**config.mk**
```make
export PLATFORM = sky130hd
export DESIGN_NAME = contador_canales
export DESIGN_NICKNAME = d
export VERILOG_FILES = /design/src/rtl/contador_canales.sv
export SDC_FILE = /design/constraint.sdc
export NUM_CORES = 1
export LEC_CHECK = 0
export CORE_ASPECT_RATIO = 1.4
export CORE_MARGIN = 2
export CORE_UTILIZATION = 49
export CTS_BUF_LIST = sky130_fd_sc_hd__clkbuf_8
export CTS_CLUSTER_DIAMETER = 150
export DETAILED_ROUTE_END_ITERATION = 6
export PLACE_DENSITY = 0.73
export SETUP_SLACK_MARGIN = 0.3
export SYNTH_ARGS = -nofsm -noshare
export SYNTH_HDL_FRONTEND = slang
export SYNTH_SLANG_ARGS = --single-unit
```
**constraint.sdc**
```tcl
create_clock -name clk -period 2.89 [get_ports clk]
set_input_delay 0.4335 -clock clk [delete_from_list [all_inputs] [get_ports clk]]
set_output_delay 0.4335 -clock clk [all_outputs]
set_load 0.005 [all_outputs]
```
**src/rtl/contador_canales.sv**
```systemverilog
`default_nettype none
// ============================================================================
// Module      : contador_canales
// Description : Multi-channel occupancy counter. One up/down counter per
//               channel (push increments, pop decrements), saturating or
//               wrapping on increment, holding at zero on decrement, with
//               sticky per-channel overflow/underflow flags. Any counter can
//               be read through a req/valid handshake, with optional
//               clear-on-read.
// Ports       : clk, reset            clock, synchronous active-high reset
//               push, push_ch         increment request and channel
//               pop, pop_ch           decrement request and channel
//               req, req_ch           read request and channel (IDLE only)
//               cuenta, valid         registered readout value and strobe
//               busy                  read in progress, req ignored
//               overflow, underflow   sticky per-channel flags
// Revision    : 1.0 - initial release
// ============================================================================
module contador_canales #(
    parameter int WIDTH         = 3,
    parameter int CHANNELS      = 4,
    parameter int SATURATE      = 1,
    parameter int CLEAR_ON_READ = 0,
    localparam int CH_W         = (CHANNELS > 1) ? $clog2(CHANNELS) : 1
) (
    input  logic                clk,
    input  logic                reset,
    input  logic                push,
    input  logic [CH_W-1:0]     push_ch,
    input  logic                pop,
    input  logic [CH_W-1:0]     pop_ch,
    input  logic                req,
    input  logic [CH_W-1:0]     req_ch,
    output logic [WIDTH-1:0]    cuenta,
    output logic                valid,
    output logic                busy,
    output logic [CHANNELS-1:0] overflow,
    output logic [CHANNELS-1:0] underflow
);

    localparam logic [0:0]       c_IDLE   = 1'b0;
    localparam logic [0:0]       c_READ   = 1'b1;
    localparam logic [WIDTH-1:0] c_MAX    = '1;
    localparam logic [CH_W:0]    c_NUM_CH = (CH_W + 1)'(CHANNELS);

    logic [0:0]       r_state;
    logic [CH_W-1:0]  r_sel_ch;
    logic [WIDTH-1:0] r_cuenta;
    logic             r_valid;
    logic             w_req_ok;
    logic [WIDTH-1:0] w_cnt [CHANNELS];

    // Extend by one bit so the range check also works when CHANNELS is a
    // power of two.
    assign w_req_ok = ({1'b0, req_ch} < c_NUM_CH);

    // ------------------------------------------------------------------------
    // Per-channel counter and sticky flags
    // ------------------------------------------------------------------------
    for (genvar c = 0; c < CHANNELS; c++) begin : g_chan
        logic [WIDTH-1:0] r_cnt;
        logic             r_ovf;
        logic             r_unf;
        logic             w_inc;
        logic             w_dec;
        logic             w_rd;

        assign w_inc = push && (push_ch == CH_W'(c));
        assign w_dec = pop  && (pop_ch  == CH_W'(c));
        // Readout edge for this channel
        assign w_rd  = (r_state == c_READ) && (r_sel_ch == CH_W'(c));

        always_ff @(posedge clk) begin
            if (reset) begin
                r_cnt <= '0;
                r_ovf <= 1'b0;
                r_unf <= 1'b0;
            end else begin
                if (w_rd) begin
                    r_ovf <= 1'b0;
                    r_unf <= 1'b0;
                end
                if (w_rd && (CLEAR_ON_READ != 0)) begin
                    // Restart from zero plus this edge's net effect; a pop on
                    // an emptied counter is not an underflow.
                    r_cnt <= (w_inc && !w_dec) ? WIDTH'(1) : '0;
                end else if (w_inc && !w_dec) begin
                    if (r_cnt == c_MAX) begin
                        r_ovf <= 1'b1;
                        r_cnt <= (SATURATE != 0) ? c_MAX : '0;
                    end else begin
                        r_cnt <= r_cnt + WIDTH'(1);
                    end
                end else if (w_dec && !w_inc) begin
                    if (r_cnt == '0) begin
                        r_unf <= 1'b1;
                    end else begin
                        r_cnt <= r_cnt - WIDTH'(1);
                    end
                end
            end
        end

        assign w_cnt[c]     = r_cnt;
        assign overflow[c]  = r_ovf;
        assign underflow[c] = r_unf;
    end

    // ------------------------------------------------------------------------
    // Readout FSM: IDLE latches a legal request, READ produces the strobe
    // ------------------------------------------------------------------------
    always_ff @(posedge clk) begin
        if (reset) begin
            r_state  <= c_IDLE;
            r_sel_ch <= '0;
            r_cuenta <= '0;
            r_valid  <= 1'b0;
        end else begin
            r_valid <= 1'b0;
            case (r_state)
                c_IDLE: begin
                    if (req && w_req_ok) begin
                        r_sel_ch <= req_ch;
                        r_state  <= c_READ;
                    end
                end
                c_READ: begin
                    // Counter value before this edge's push/pop
                    r_cuenta <= w_cnt[r_sel_ch];
                    r_valid  <= 1'b1;
                    r_state  <= c_IDLE;
                end
                default: r_state <= c_IDLE;
            endcase
        end
    end

    assign cuenta = r_cuenta;
    assign valid  = r_valid;
    assign busy   = (r_state == c_READ);

endmodule
`default_nettype wire
```
Word-level counts from Yosys, hierarchy flattened
Index checks and enable logic that the tools add are counted.
{"block": "word_totals", "output_inout_bits": 13, "elab_cells": 138, "regBits": 27}
{"block": "classes", "n_eq_ne": 17, "bitwise": 2, "reduce_logical": 44, "order_cmp": 1, "addsub": 8, "muxes": 50}
{"cell": "two-way mux 3 bit", "count": 18}
{"cell": "two-way mux 1 bit", "count": 30}
{"cell": "logical AND 1 bit", "count": 20}
{"cell": "adder 3 x 1 -> 3 bit, second input constant", "count": 4}
{"cell": "== test 2 bit, second input constant", "count": 6}
{"cell": "== test 3 bit, second input constant", "count": 4}
{"cell": "zero test 3 bit", "count": 4}
{"cell": "subtractor 3 x 1 -> 3 bit, second input constant", "count": 4}
{"cell": "AND reduction 2 bit", "count": 5}
{"cell": "zero test 1 bit", "count": 8}
{"cell": "inequality test 2 bit, second input constant", "count": 4}
{"cell": "nonzero test 2 bit", "count": 4}
{"cell": "binary-select mux 3 bit (select 2 bit)", "count": 1}
{"cell": "== test 2 x 1 -> 1 bit, second input constant", "count": 3}
{"cell": "zero test 2 bit", "count": 3}
{"cell": ">= comparator 3 bit, second input constant", "count": 1}
{"cell": "inverter 2 -> 3 bit", "count": 1}
{"cell": "case mux 1 bit (2 select lines)", "count": 1}
{"cell": "inverter 1 bit", "count": 1}

Longest topological paths before layout
Gate-level depths: netlist of the first run.
{"block": "logic_depth", "ltp_word": 6, "mapped_depth": 6, "ltp_nobuf": 6}

Worst setup path after synthesis of the first run
No wires, ideal clock.
{"block": "synth_path", "path_type": "input -> register", "startpoint": "input port pop_ch[1]", "endpoint": "register g_chan[0].r_cnt[2]", "arrival_ns": 1.914, "path_slack_ns": 0.902, "stages": 5, "required_ns": 2.816, "n_path_buf": 0, "path_cell_list": "or3b_2 -> ha_1 -> nand2b_1 -> or4_1 -> a31oi_1"}
{"block": "synth_between", "elab_chain_cells": 6}
{"item": "start, declared", "line_no": "31", "source": "input logic [CH_W-1:0] pop_ch,"}
{"item": "zero test 2 bit *", "line_no": "69", "source": "assign w_dec = pop && (pop_ch == CH_W'(c));"}
{"item": "logical AND 1 bit *", "line_no": "69"}
{"item": "zero test 1 bit", "line_no": "87", "source": "end else if (w_inc && !w_dec) begin"}
{"item": "logical AND 1 bit", "line_no": "87"}
{"item": "inequality test 2 bit (no line) or nonzero test 2 bit (tied branches)"}
{"item": "AND reduction 2 bit (no line)"}
{"item": "end signal, assigned", "line_no": "86", "source": "r_cnt <= (w_inc && !w_dec) ? WIDTH'(1) : '0;"}
{"item": "end signal, assigned", "line_no": "90", "source": "r_cnt <= (SATURATE != 0) ? c_MAX : '0;"}
{"item": "end signal, assigned", "line_no": "92", "source": "r_cnt <= r_cnt + WIDTH'(1);"}
{"item": "end, declared", "line_no": "61", "source": "logic [WIDTH-1:0] r_cnt;"}
Every way passes the cells marked *; elsewhere a longest branch is shown, timed or not.
A chain may end at the register's enable or synchronous reset.

Worst setup path in the final report of the first run
{"block": "layout_path", "startpoint": "input port pop", "endpoint": "register g_chan[0].r_cnt[2]"}
{"block": "layout_between", "elab_chain_cells": 5}
{"item": "start, declared", "line_no": "30", "source": "input logic pop,"}
{"item": "logical AND 1 bit *", "line_no": "69"}
{"item": "zero test 1 bit", "line_no": "87"}
{"item": "logical AND 1 bit", "line_no": "87"}
{"item": "inequality test 2 bit (no line) or nonzero test 2 bit (tied branches)"}
{"item": "AND reduction 2 bit (no line)"}
Marked as above.

==> flow_summary.toml, run 1 <==
[global_route]
gr-total-overflow = 0
grt_pass1_vias = 1352
grt_pass1_wl_um = 5780
grt_antenna_before_repair = 0
grtUsageTotal = 0.192
grt_max_degree = 28

[route]
ant_nets = 0
routed_via_density = 5.61
wl_per_cell_um = 13.8
postRouteWirelength_um = 3300
dr.pass1.iters = 4
first_iter_violations = 25
route.detailed.drc = 0
drt-met1-wl_um = 1470
met3_length_um = 74
vias = 1340
top_layer = "met4"
dr_wl_met2_um = 1710

[die]
num_io_pins = 24
die_w_um = 53.5
die_h_um = 73.3
row_count = 25
core_sq_mm = 0.00332
die_area_sq_mm = 0.00392
floorplan.initialDensity = 0.507

[pwr]
irDropWorstVdd_uv = 209
p_int_uw = 558
p_total_uw = 763
power.density_mw_per_mm2 = 402
p_seq_frac = 0.533
power_switching_uw = 205
p_sw_frac = 0.269
clkPwrFrac = 0.281
comb_power_share = 0.186
p_leak_uw = 0.000737

[layout]
layout.nets = 231
final-seq-area_sq_um = 541
final_cells = 239
layout_common_cells = "dfxtp_1, clkdlybuf4s50_1, ha_1, inv_1"
fin_area_sq_mm = 0.00190
multiInputGateArea_sq_um = 971
area_growth_pct = 13.0
insertedDiodeCount = 0
n_fill_cell = 309
layout-drive-gt1-share = 0.0503
final_common_cell = "dfxtp_1"

[clocking]
cts-root-buf = "clkbuf_8"
cts.clk_slew.worst_paths_ns = 0.09
ctsLongestPathBuffers = 2
clk-insertion-delay-late_ns = 0.27
cts_sinks = 27
postCtsHoldBufs = 0
ctsResizeCount = 0
post_cts_buffers = 0
cts-htree-levels = 1
cts_made_buffers = 3
tritoncts = "built"

[synthesis]
synth-edff-count = 0
synth_area_per_cell_sq_um = 9.03
synthMuxAreaShare = 0.0566
syn_nets = 217
syn_inst = 186
async_flop_share = 0
synth.largest_area_cell = "dfxtp_1"
synth_area_leaders = "dfxtp_1, ha_1, nor3b_1"
yosysUniqueCellTypes = 35
synth_top_family_by_area = "simple AND/OR/NAND/NOR gates"
yosysWarnings = 0
synthSimpleGateAreaFrac = 0.243
synth_compound_area_frac = 0.109
yosysSeqAreaShare = 0.322
syn_area_sq_mm = 0.00168
ys.flop_type = "dfxtp_1"
synth.top_cell.area_share = 0.322
synth_seq_cells = 27
synth_adder_area_share = 0.149
synth_xor_area_frac = 0.0208

[worst_setup_path]
timing.critical_path.buf_inv = 1
endpoint_kind = "flop"
cp_data_arrival_time_ns = 2.54
critPathTopFamily = "simple AND/OR/NAND/NOR gates"
path_cells = "clkdlybuf4s50_1 -> or3b_2 -> ha_1 -> nand2b_1 -> or4_1 -> a31oi_1"
worstPathMaxFanout = 6
cp-start-kind = "primary input"
crit_path_top_delay_cell = "clkdlybuf4s50_1"
critPathMaxStageDelay_ns = 0.51
worst-setup-path-type = "primary input to flop"
cp.required_ns = 3.07

[timing]
grt_setup_unrepaired = "false"
setup_viol = 0
period_needed_ns = 2.36
clock_skew_ns = 0.00317
finalHoldViolCount = 0
hold_slack_ns = 0.480
final.setup.tns_ns = 0
tightestPinTransition_ns = 0.989
slew_viol_final = 0
relSlewSlack = 0.339
timing.final.crit_share = 0.817
max_freq_ghz = 0.424

[place]
place.detailed.hpwl_um = 2550
dpl-instance-area_sq_mm = 0.00185
placedCellCount = 235
numPortBuffers = 23
gp_congestion = 0.896

[run]
cap_violations = 0

[worst_hold_path]
holdCritPathClass = "flop to flop"

[status]
status = "finished clean"
==> power groups by stage <==
stage	logic [uW]	registers [uW]	clock network, uW
after floorplan	110	405	0
after global placement	135	414	0
after detailed placement	141	415	0
after CTS	143	407	221
after global routing	161	410	235
final	142	407	214
==> final cells by class <==
class | instances | area share
clock buffers | 3 | 0.0218
well taps | 40 | 0.0264
inverters | 16 | 0.0316
repair buffers | 23 | 0.121
flip-flops and latches | 27 | 0.285
clock inverters | 1 | 0.00264
multi-input cells | 129 | 0.512
==> per-stage QoR <==
step                      setup slack (ns)   util
after detailed placement             0.250  0.558
final                                0.530  0.572
after global routing                 0.395  0.572
after global placement               0.332  0.558
after floorplan                      0.902      -
after CTS                            0.530  0.572
==> state kept, by name, summed over array words and instances, names as in the netlist <==
name,count
busy,1
g_chan.r_unf,4
g_chan.r_ovf,4
cuenta,3
valid,1
r_sel_ch,2
g_chan.r_cnt,12
==> synthesized netlist by cell type, drive strengths merged, types with 2 or more instances <==
cell type  count
a21oi          7
a22oi          3
a31oi          2
and3           5
buf           12
clkbuf         2
dfxtp         27
ha            20
inv           16
mux2i          5
mux4           2
nand2          5
nand2b         4
nand3          3
nand3b         4
nor2          13
nor2b          4
nor3           2
nor3b         13
nor4           7
o21ai         13
or3b           2
or4            2
xnor2          3
==> path summary, 6_finish.rpt <==
check	from	to	slack (ns)	cells after the start
hold / removal	g_chan[1].r_unf	g_chan[1].r_unf	0.48	2
hold reg to reg	g_chan[1].r_unf	g_chan[1].r_unf	0.48	2
setup reg to reg	g_chan[0].r_cnt[0]	g_chan[0].r_cnt[1]	1.31	5
setup / recovery	pop	g_chan[0].r_cnt[2]	0.53	6
==> worst reg2reg max path, delay by kind of cell, from the launching register on <==
| kind | cells | cell delay [ns] |
|---|---|---|
| AOI/OAI and AO/OA | 1 | 0.13 |
| adders and majority gates | 1 | 0.18 |
| buffers and inverters | 1 | 0.13 |
| DFF | 1 | 0.34 |
| and+or+nand+nor | 2 | 0.65 |
==> layer usage <==
layer	up-vias	track usage
met5	-	0
met1	634	0.227
met3	6	0.0224
met4	0	0.0627
met2	28	0.348
li1	672	-
==> cell families after synthesis <==
| logic type | after synthesis |
|---|---|
| muxes | 7 |
| DFF | 27 |
| AOI/OAI and AO/OA | 30 |
| buffers and inverters | 30 |
| xor gates and xnor gates | 4 |
| adders and majority gates | 20 |
| and+or+nand+nor | 68 |
(Power assumes the default switching activity.)
==> inputs of run 2 (changes only) <==
PLACE_DENSITY = 0.76   (was 0.73)
clock period = 2.05 ns   (was 2.89 ns; I/O delays follow)
==> run 2 against run 1 <==
Design area grew 6.0%. Non-clock buffer count grew 13. Flip-flop and latch count is the same. Final cell count grew 5.4%. Critical path type unchanged. Largest cell class unchanged. Largest power group unchanged. Highest routed layer unchanged.
==> flow_summary.toml, run 2 (synthesized netlist as in run 1, its figures left out) <==
[layout]
final-seq-area_sq_um = 542
layout-drive-gt1-share = 0.123
n_fill_cell = 308
largest_reg_flops = 12
multiInputGateArea_sq_um = 991
layout.nets = 244
area_growth_pct = 19.7
final_common_cell = "dfxtp_1"
insertedDiodeCount = 0
layout_common_cells = "dfxtp_1, ha_1, clkdlybuf4s50_1, inv_1"
max_flop_register = "g_chan.r_cnt"
reg_top3 = "g_chan.r_cnt: 12 flops, g_chan.r_ovf: 4 flops, g_chan.r_unf: 4 flops"
fin_area_sq_mm = 0.00201

[timing]
finalWorstSetupSlack_ns = 0.355
period_needed_ns = 1.69
max_freq_ghz = 0.590
tightestPinTransition_ns = 0.405
final.setup.tns_ns = 0
timing.final.crit_share = 0.827
clock_skew_ns = 0.00871
setup_viol = 0
relSlewSlack = 0.730
grt_setup_unrepaired = "false"
finalHoldViolCount = 0
hold_slack_ns = 0.491
slew_viol_final = 0

[worst_hold_path]
hold_depth = 2
whs_endpoint = "g_chan[1].r_unf"
worstHoldStart = "g_chan[1].r_unf"
holdCritPathClass = "flop to flop"

[clocking]
cts-root-buf = "clkbuf_8"
cts-htree-levels = 1
ctsLongestPathBuffers = 2
cts_made_buffers = 3
clk-insertion-delay-late_ns = 0.28
tritoncts = "built"
cts_sinks = 27
cts.clk_slew.worst_paths_ns = 0.10

[route]
ant_nets = 0
wl_per_cell_um = 13.6
routed_via_density = 5.48
postRouteWirelength_um = 3440
dr.pass1.iters = 5
vias = 1382
first_iter_violations = 43
route.detailed.drc = 0

[die]
die_w_um = 53.5
die_h_um = 73.3
row_count = 25
floorplan.initialDensity = 0.507
num_io_pins = 24
core_sq_mm = 0.00332
die_area_sq_mm = 0.00392

[global_route]
gr-total-overflow = 0
grt_max_degree = 28
grt_antenna_before_repair = 0
grt_pass1_vias = 1347
grt_pass1_wl_um = 5570
grtUsageTotal = 0.190

[place]
numPortBuffers = 23
place.detailed.hpwl_um = 2700
pre_cts_slack_ns = -0.177
gp_congestion = 0.800
dpl-instance-area_sq_mm = 0.00196

[worst_setup_path]
regToRegEndpoint = "g_chan[3].r_cnt[1]"
cp_data_arrival_time_ns = 1.91
worstPathMaxFanout = 4
r2r_start = "g_chan[3].r_cnt[0]"
reg2reg_setup_slack_ns = 0.57
crit_path_start = "pop_ch[0]"
cp-start-kind = "primary input"
worst-setup-path-type = "primary input to flop"
cp.required_ns = 2.26
r2r_cells = 6
endpoint_kind = "flop"

[status]
status = "finished clean"

[pwr]
p_total_uw = 1120
power.density_mw_per_mm2 = 556
p_leak_uw = 0.000807
irDropWorstVdd_uv = 309

[run]
cap_violations = 0
-- run 2: cell types whose count changed in the layout (fill, tap and decap cells not counted), sizes merged --
cell           before  now
clkinvlp            0    1
buf                 0   13
dlygate4sd2         0    6
clkdlybuf4s50      23   17
clkinv              1    0
-- run 2: cell type report --
class / count / share of cell area
clock buffers: 3 / 0.0205
clock inverters: 1 / 0.00373
inverters: 16 / 0.0299
multi-input cells: 129 / 0.493
flip-flops and latches: 27 / 0.269
well taps: 40 / 0.0249
repair buffers: 36 / 0.159
-- run 2: worst max-delay path by stage --
stage	end	slack (ns)	depth (start not counted)
floorplan	g_chan[0].r_cnt[2]	0.35	5
global placement	g_chan[0].r_cnt[2]	-0.14	6
detailed placement	g_chan[0].r_cnt[2]	-0.18	6
CTS	g_chan[0].r_cnt[2]	0.35	6
global route	g_chan[0].r_cnt[2]	0.32	6
finish	g_chan[0].r_cnt[2]	0.36	6
-- run 2: metal layers --
metal	wire, um	track usage	up-vias
li1	-	-	695
met1	1510	0.218	639
met2	1710	0.329	38
met3	129	0.0285	10
met4	82	0.103	0
met5	0	0	-
-- run 2: repair_timing --
| action | in CTS | in global routing |
|---|---|---|
| resized for setup | 8 | 0 |
| hold endpoints to repair | 0 | 0 |
| hold buffers | 0 | 0 |
| setup buffers | 0 | 0 |
| endpoints found under the setup margin | 12 | 0 |
-- run 2: worst max-delay path: stages --
cell	delay, ns
dlygate4sd2_1	0.27
or3b_4	0.42
ha_4	0.22
nand2b_1	0.14
or4_1	0.39
a31oi_1	0.16
-- run 2: through the flow --
| stage | std cells | util |
|---|---|---|
| floorplan | 186 | - |
| global placement | 248 | 0.592 |
| detailed placement | 248 | 0.592 |
| CTS | 252 | 0.607 |
| global route | 252 | 0.607 |
| finish | 252 | 0.607 |
-- run 2: power breakdown --
part | internal (uW) | switching, uW | leakage (uW)
logic | 129 | 108 | 0.000566
clock network | 138 | 172 | 0.0000217
registers | 547 | 25.7 | 0.000220
